`config.mk`:
```
export PLATFORM = sky130hd
export DESIGN_NAME = aes_128_inv_key_schedule
export DESIGN_NICKNAME = d
export VERILOG_FILES = /design/src/rtl/aes_pkg.sv /design/src/rtl/g_function.sv /design/src/rtl/aes_128_inv_key_schedule.sv
export SDC_FILE = /design/constraint.sdc
export NUM_CORES = 2
export LEC_CHECK = 0
export CELL_PAD_IN_SITES_DETAIL_PLACEMENT = 1
export CELL_PAD_IN_SITES_GLOBAL_PLACEMENT = 2
export CORE_UTILIZATION = 35
export DETAILED_ROUTE_END_ITERATION = 7
export MAX_ROUTING_LAYER = met4
export PLACE_DENSITY_LB_ADDON = 0.25
export SLEW_MARGIN = 20
export SYNTH_ARGS = -nofsm -noshare
export SYNTH_HDL_FRONTEND = slang
export SYNTH_SLANG_ARGS = --single-unit
```
`constraint.sdc`:
```
create_clock -name clk -period 14.8 [get_ports clk]
set_clock_uncertainty 0.05 [all_clocks]
set_input_delay 2.96 -clock clk [delete_from_list [all_inputs] [get_ports clk]]
set_output_delay 2.96 -clock clk [all_outputs]
set_load 0.03 [all_outputs]
```
`src/rtl/aes_pkg.sv`:
```
// ----------------------------------------------------------------------------
// aes_pkg
// Shared definitions for the AES-128 inverse key schedule:
//   NUM_ROUNDS - round count for AES-128 (10); also the first round emitted
//   state_t    - two-state sequencer encoding (IDLE, EMIT)
//   rcon()     - round constant used when stepping from round r to round r-1
// No ports (package).
// ----------------------------------------------------------------------------
package aes_pkg;

  localparam logic [3:0] NUM_ROUNDS = 4'd10;

  typedef enum logic {
    IDLE = 1'b0,
    EMIT = 1'b1
  } state_t;

  // Round constant that was mixed in when round r was derived from round r-1
  // in the forward expansion; undoing that step needs the same value.
  function automatic logic [7:0] rcon(input logic [3:0] round);
    case (round)
      4'd10:   return 8'h36;
      4'd9:    return 8'h1b;
      4'd8:    return 8'h80;
      4'd7:    return 8'h40;
      4'd6:    return 8'h20;
      4'd5:    return 8'h10;
      4'd4:    return 8'h08;
      4'd3:    return 8'h04;
      4'd2:    return 8'h02;
      4'd1:    return 8'h01;
      default: return 8'h00;
    endcase
  endfunction

endpackage

```
`src/rtl/g_function.sv`:
```
// ----------------------------------------------------------------------------
// g_function
// Purely combinational SubWord(RotWord(word)) for the AES key schedule.
// The S-box is computed arithmetically (GF(2^8) inverse followed by the AES
// affine transform) rather than stored as a table.
// Ports:
//   word   in  [31:0]  input word, byte 0 in [31:24]
//   result out [31:0]  SubWord(RotWord(word))
// ----------------------------------------------------------------------------
module g_function (
  input  logic [31:0] word,
  output logic [31:0] result
);

  function automatic logic [7:0] xtime(input logic [7:0] a);
    return {a[6:0], 1'b0} ^ (a[7] ? 8'h1b : 8'h00);
  endfunction

  function automatic logic [7:0] gf_mul(input logic [7:0] a, input logic [7:0] b);
    logic [7:0] acc;
    logic [7:0] sh;
    acc = 8'h00;
    sh  = a;
    for (int i = 0; i < 8; i++) begin
      if (b[i]) acc = acc ^ sh;
      sh = xtime(sh);
    end
    return acc;
  endfunction

  // a^254 is the multiplicative inverse in GF(2^8) and maps 0 to 0, which
  // is exactly what the S-box needs before the affine step.
  function automatic logic [7:0] sbox(input logic [7:0] a);
    logic [7:0] sq;
    logic [7:0] inv;
    sq  = a;
    inv = 8'h01;
    for (int i = 1; i < 8; i++) begin
      sq  = gf_mul(sq, sq);
      inv = gf_mul(inv, sq);
    end
    return inv ^ {inv[6:0], inv[7]} ^ {inv[5:0], inv[7:6]} ^
           {inv[4:0], inv[7:5]} ^ {inv[3:0], inv[7:4]} ^ 8'h63;
  endfunction

  // RotWord moves byte 0 to the end before substitution.
  assign result = {sbox(word[23:16]), sbox(word[15:8]), sbox(word[7:0]), sbox(word[31:24])};

endmodule

```
`src/rtl/aes_128_inv_key_schedule.sv`:
```
// ----------------------------------------------------------------------------
// aes_128_inv_key_schedule
// Walks the AES-128 key schedule backwards: accepts the round-10 key and
// emits round keys 10, 9, ..., 0 over a valid/ready stream, one per cycle
// when the consumer is always ready.
// Ports:
//   clk        in        clock, rising edge
//   rst_n      in        asynchronous active-low reset
//   in_valid   in        in_key is valid
//   in_ready   out       key accepted this cycle (IDLE and out of reset)
//   in_key     in [127:0] round-10 key {w40,w41,w42,w43}, w40 in [127:96]
//   out_valid  out       out_key/out_round valid
//   out_ready  in        consumer takes the current output
//   out_key    out [127:0] round key for out_round, same word order
//   out_round  out [3:0]  round index, 10 down to 0
//   out_last   out       marks round 0
// Build option AES_INV_KS_ZEROIZE_EN: clears the key register once round 0
// has been taken and masks out_key to 0 whenever out_valid is low.
// ----------------------------------------------------------------------------
module aes_128_inv_key_schedule
  import aes_pkg::*;
(
  input  logic         clk,
  input  logic         rst_n,
  input  logic         in_valid,
  output logic         in_ready,
  input  logic [127:0] in_key,
  output logic         out_valid,
  input  logic         out_ready,
  output logic [127:0] out_key,
  output logic [3:0]   out_round,
  output logic         out_last
);

  state_t       state;
  logic [127:0] key;
  logic [3:0]   round;

  logic [31:0]  wa, wb, wc, wd;
  logic [31:0]  p0, p1, p2, p3;
  logic [31:0]  g_out;
  logic [127:0] prev_key;

  // Gated by rst_n so the block never advertises readiness while held in reset.
  assign in_ready = (state == IDLE) && rst_n;

  // Predecessor round key: each forward word was the XOR of its left
  // neighbour and the word four positions back, so XORing adjacent words
  // recovers the older ones; the first word needs g() of the recovered p3.
  assign {wa, wb, wc, wd} = key;
  assign p3 = wd ^ wc;
  assign p2 = wc ^ wb;
  assign p1 = wb ^ wa;

  g_function u_g_function (
    .word   (p3),
    .result (g_out)
  );

  assign p0       = wa ^ g_out ^ {rcon(round), 24'h000000};
  assign prev_key = {p0, p1, p2, p3};

  always_ff @(posedge clk or negedge rst_n) begin
    if (!rst_n) begin
      state     <= IDLE;
      key       <= '0;
      round     <= '0;
      out_valid <= 1'b0;
      out_last  <= 1'b0;
    end else begin
      case (state)
        IDLE: begin
          if (in_valid && in_ready) begin
            key       <= in_key;
            round     <= NUM_ROUNDS;
            out_valid <= 1'b1;
            out_last  <= 1'b0;
            state     <= EMIT;
          end
        end
        EMIT: begin
          // Key, round and last only move on a completed handshake, which
          // keeps the output stable across consumer stalls.
          if (out_ready) begin
            if (round == 4'd0) begin
              out_valid <= 1'b0;
              out_last  <= 1'b0;
              state     <= IDLE;
`ifdef AES_INV_KS_ZEROIZE_EN
              key       <= '0;
`endif
            end else begin
              key      <= prev_key;
              round    <= round - 4'd1;
              out_last <= (round == 4'd1);
            end
          end
        end
        default: state <= IDLE;
      endcase
    end
  end

  assign out_round = round;

`ifdef AES_INV_KS_ZEROIZE_EN
  assign out_key = out_valid ? key : '0;
`else
  assign out_key = key;
`endif

endmodule

```
==> run_results.csv <==
group,metric,value,unit
routing,drt_iter0_drc,3583,
global_routing,grt.total_usage,26.84,%
global_routing,first_global_vias,63300,
global_routing,grt_max_degree,97,
worst_setup_path,path_max_fanout,7,
logic_synthesis,synthTopCellsByArea,"xnor2_1 23%, xnor3_1 11%, nor2_1 6.9%",
logic_synthesis,ys_ff_latch,135,
clock_tree,cts_inserted_buffers,17,
sta,slew_headroom,24.77,%
routing,routed_via_density,5.564,
min_path,min_path_type,"reg2reg",
global_routing,grt_pass1_wl,378200,um
worst_setup_path,cp.arrival,14.92,ns
floorplanning,die_w,424.2,um
floorplanning,start_util,35.31,%
final_layout,nets,9126,
final_layout,area_growth_syn_to_layout,25.93,%
logic_synthesis,synth_compound_area_share,18.78,%
run,max_cap_violations,0,
logic_synthesis,syn_nets,8383,
logic_synthesis,synth_edf_count,0,
logic_synthesis,synth-xor-area-share,47.79,%
logic_synthesis,ys_dominant_reg_cell,"dfrtp_1",
global_routing,overflow,0,
sta,worstMarginPinSlew,1.120,ns
sta,period_share,98.31,%
logic_synthesis,synth_area_per_cell,7.584,um^2
clock_tree,cts_tree,"built",
final_layout,drive_gt1_share,22.22,%
sta,layout_min_cycle_time,14.55,ns
placement,pre_cts_slack,-1.131,ns
placement,hpwlAfterDp,185900,um
logic_synthesis,synth_largest_area_cell,"xnor2_1",
placement,gp_congestion,0.8931,
clock_tree,clockRootBuffer,"clkbuf_16",
logic_synthesis,synthAdderAreaFrac,0.4973,%
clock_tree,clkTransAtPathRegs,0.09,ns
logic_synthesis,synth_top_family_by_area,"XOR/XNOR gates",
sta,tns,0,ns
floorplanning,num_rows,154,
floorplanning,dieArea,180000,um^2
placement,port_buffers,266,
logic_synthesis,muxShareOfSynthArea,4.063,%
clock_tree,cts_sinks,135,
clock_tree,htreeDepth,4,
routing,drtPass1Iterations,6,
sta,finalSetupViolCount,0,
clock_tree,clk-insertion-delay-late,0.52,ns
clock_tree,hold_buffers,0,
routing,post-route-drc-count,0,
sta,slew_viol_final,0,
logic_synthesis,synth_cell_types,132,
sta,finalHoldViolCount,0,
logic_synthesis,synth-async-reset-ratio,100.0,%
floorplanning,fp.coreArea,176700,um^2
worst_setup_path,cp_common_cell,"xnor3_2",
routing,drtAntennaViolNets,0,
logic_synthesis,yosysMostFrequentCell,"xnor2_1",
worst_setup_path,regToRegSetupSlack,0.25,ns
logic_synthesis,synth_top_area_share,22.88,%
worst_setup_path,cp.required,15.17,ns
worst_setup_path,critPathCaptureType,"flip-flop",
logic_synthesis,yosysWarnings,0,
worst_setup_path,crit_slowest_cell,"nor4_4",
sta,fmax,0.06873,GHz
global_routing,antenna_found_initial,6,
worst_setup_path,cp_num_buf_inv,12,
routing,wire_per_inst,21.97,um
routing,vias,63050,
worst_setup_path,slowest_delay,0.51,ns
logic_synthesis,syn_area,62400,um^2
logic_synthesis,yosysSeqAreaShare,5.414,%
worst_setup_path,startpoint_type,"flip-flop",
clock_tree,cts_buffer_depth,2,
sta,setup_ws,0.2506,ns
final_layout,fin_util,44.47,%
logic_synthesis,synthTopCellsByCount,"1630 x xnor2_1, 1144 x nor2_1, 774 x nand2_1, 483 x a21oi_1, 446 x o21ai_0",
run_status,status,"finished, final reports clean",
floorplanning,io_pins,267,
worst_setup_path,worstSetupPathType,"reg2reg",
worst_setup_path,cp_top_family,"XOR/XNOR gates",
floorplanning,die_y,424.2,um
routing,wl,249000,um
sta,rsz0062_at_grt,"yes",
logic_synthesis,synthCells,8227,
logic_synthesis,synthSimpleGateAreaFrac,19.17,%
[worst min-delay path, cell delays in order (launching register included)]
cell	delay [ns]
dfrtp_1	0.34
o21ai_0	0.09
nand2_1	0.06
[per-layer routing]
layer,vias to the layer above,global-route usage (%),share of wire [%]
met5,-,-,0
met4,0,7.533,2.8
met3,239,1.073,2.2
met2,944,46.05,50
met1,31980,34.26,45
li1,29890,-,-
[kinds of logic (layout without fill, tap and decap cells)]
logic type,count (synthesis),in the layout
multiplexers,243,243
AND/OR/NAND/NOR,2745,2746
XOR/XNOR,2598,2598
buffers and inverters,638,1393
other,0,8
AO/OA/AOI/OAI,1843,1843
adder cells (fa/ha/maj),25,25
flip-flops,135,135
[layout make-up]
class	instances	area [um^2]
fill	21260	98120
inverter	91	356.6
multi-input combinational	7455	60790
antenna	8	20.02
tap	2340	2928
timing repair buffer	1270	10530
clock buffer	17	425.4
sequential	135	3387
clock inverter	15	140.1
[cell usage in the layout (no fill, tap or decap), types with 59 or more instances in the layout]
cell,count
xor2_1,333
nand2_1,768
inv_1,64
o211ai_1,71
xor2_2,84
a211oi_1,73
nor2b_1,59
mux2i_1,192
buf_4,951
o22ai_1,195
nand3_1,246
xnor2_4,95
xnor2_2,326
xnor3_2,104
clkdlybuf4s50_1,265
a21oi_1,461
o21ai_0,436
nor3_1,188
dfrtp_1,130
nor2_1,1123
xnor3_1,219
xnor2_1,1372
[metrics by stage]
step | cells | hold slack (ns) | instance area (um^2)
after floorplan | 8227 | 0.4971 | 62670
after global routing | 11330 | 0.4933 | 78570
final | 11330 | 0.4746 | 78570
after detailed placement | 10960 | 0.4592 | 71420
after CTS | 11050 | 0.4770 | 73300
after global placement | 10960 | 0.4349 | 71390
[state kept, by name, summed over array words and instances (netlist names)]
name	cells
out_last	1
state	1
out_key	128
out_round	4
out_valid	1
[final timing paths]
path / startpoint / endpoint / cells after the start
worst max-delay path: out_key[16] / out_key[126] / 63
worst min-delay path: out_valid / out_valid / 2
worst max register to register: out_key[16] / out_key[126] / 63
worst min register to register: out_valid / out_valid / 2
max in group asynchronous: rst_n / state / 2
min in group asynchronous: rst_n / out_key[35] / 1
[what timing repair did]
item,4_1_cts,5_1_grt
setup buffers,52,275
gates cloned,0,1
setup endpoints to repair,32,32
pin swaps,57,250
gates resized for setup,151,496
Power is not shown: default switching activity piles up to over one toggle a cycle in this logic, so the estimate is an artifact.
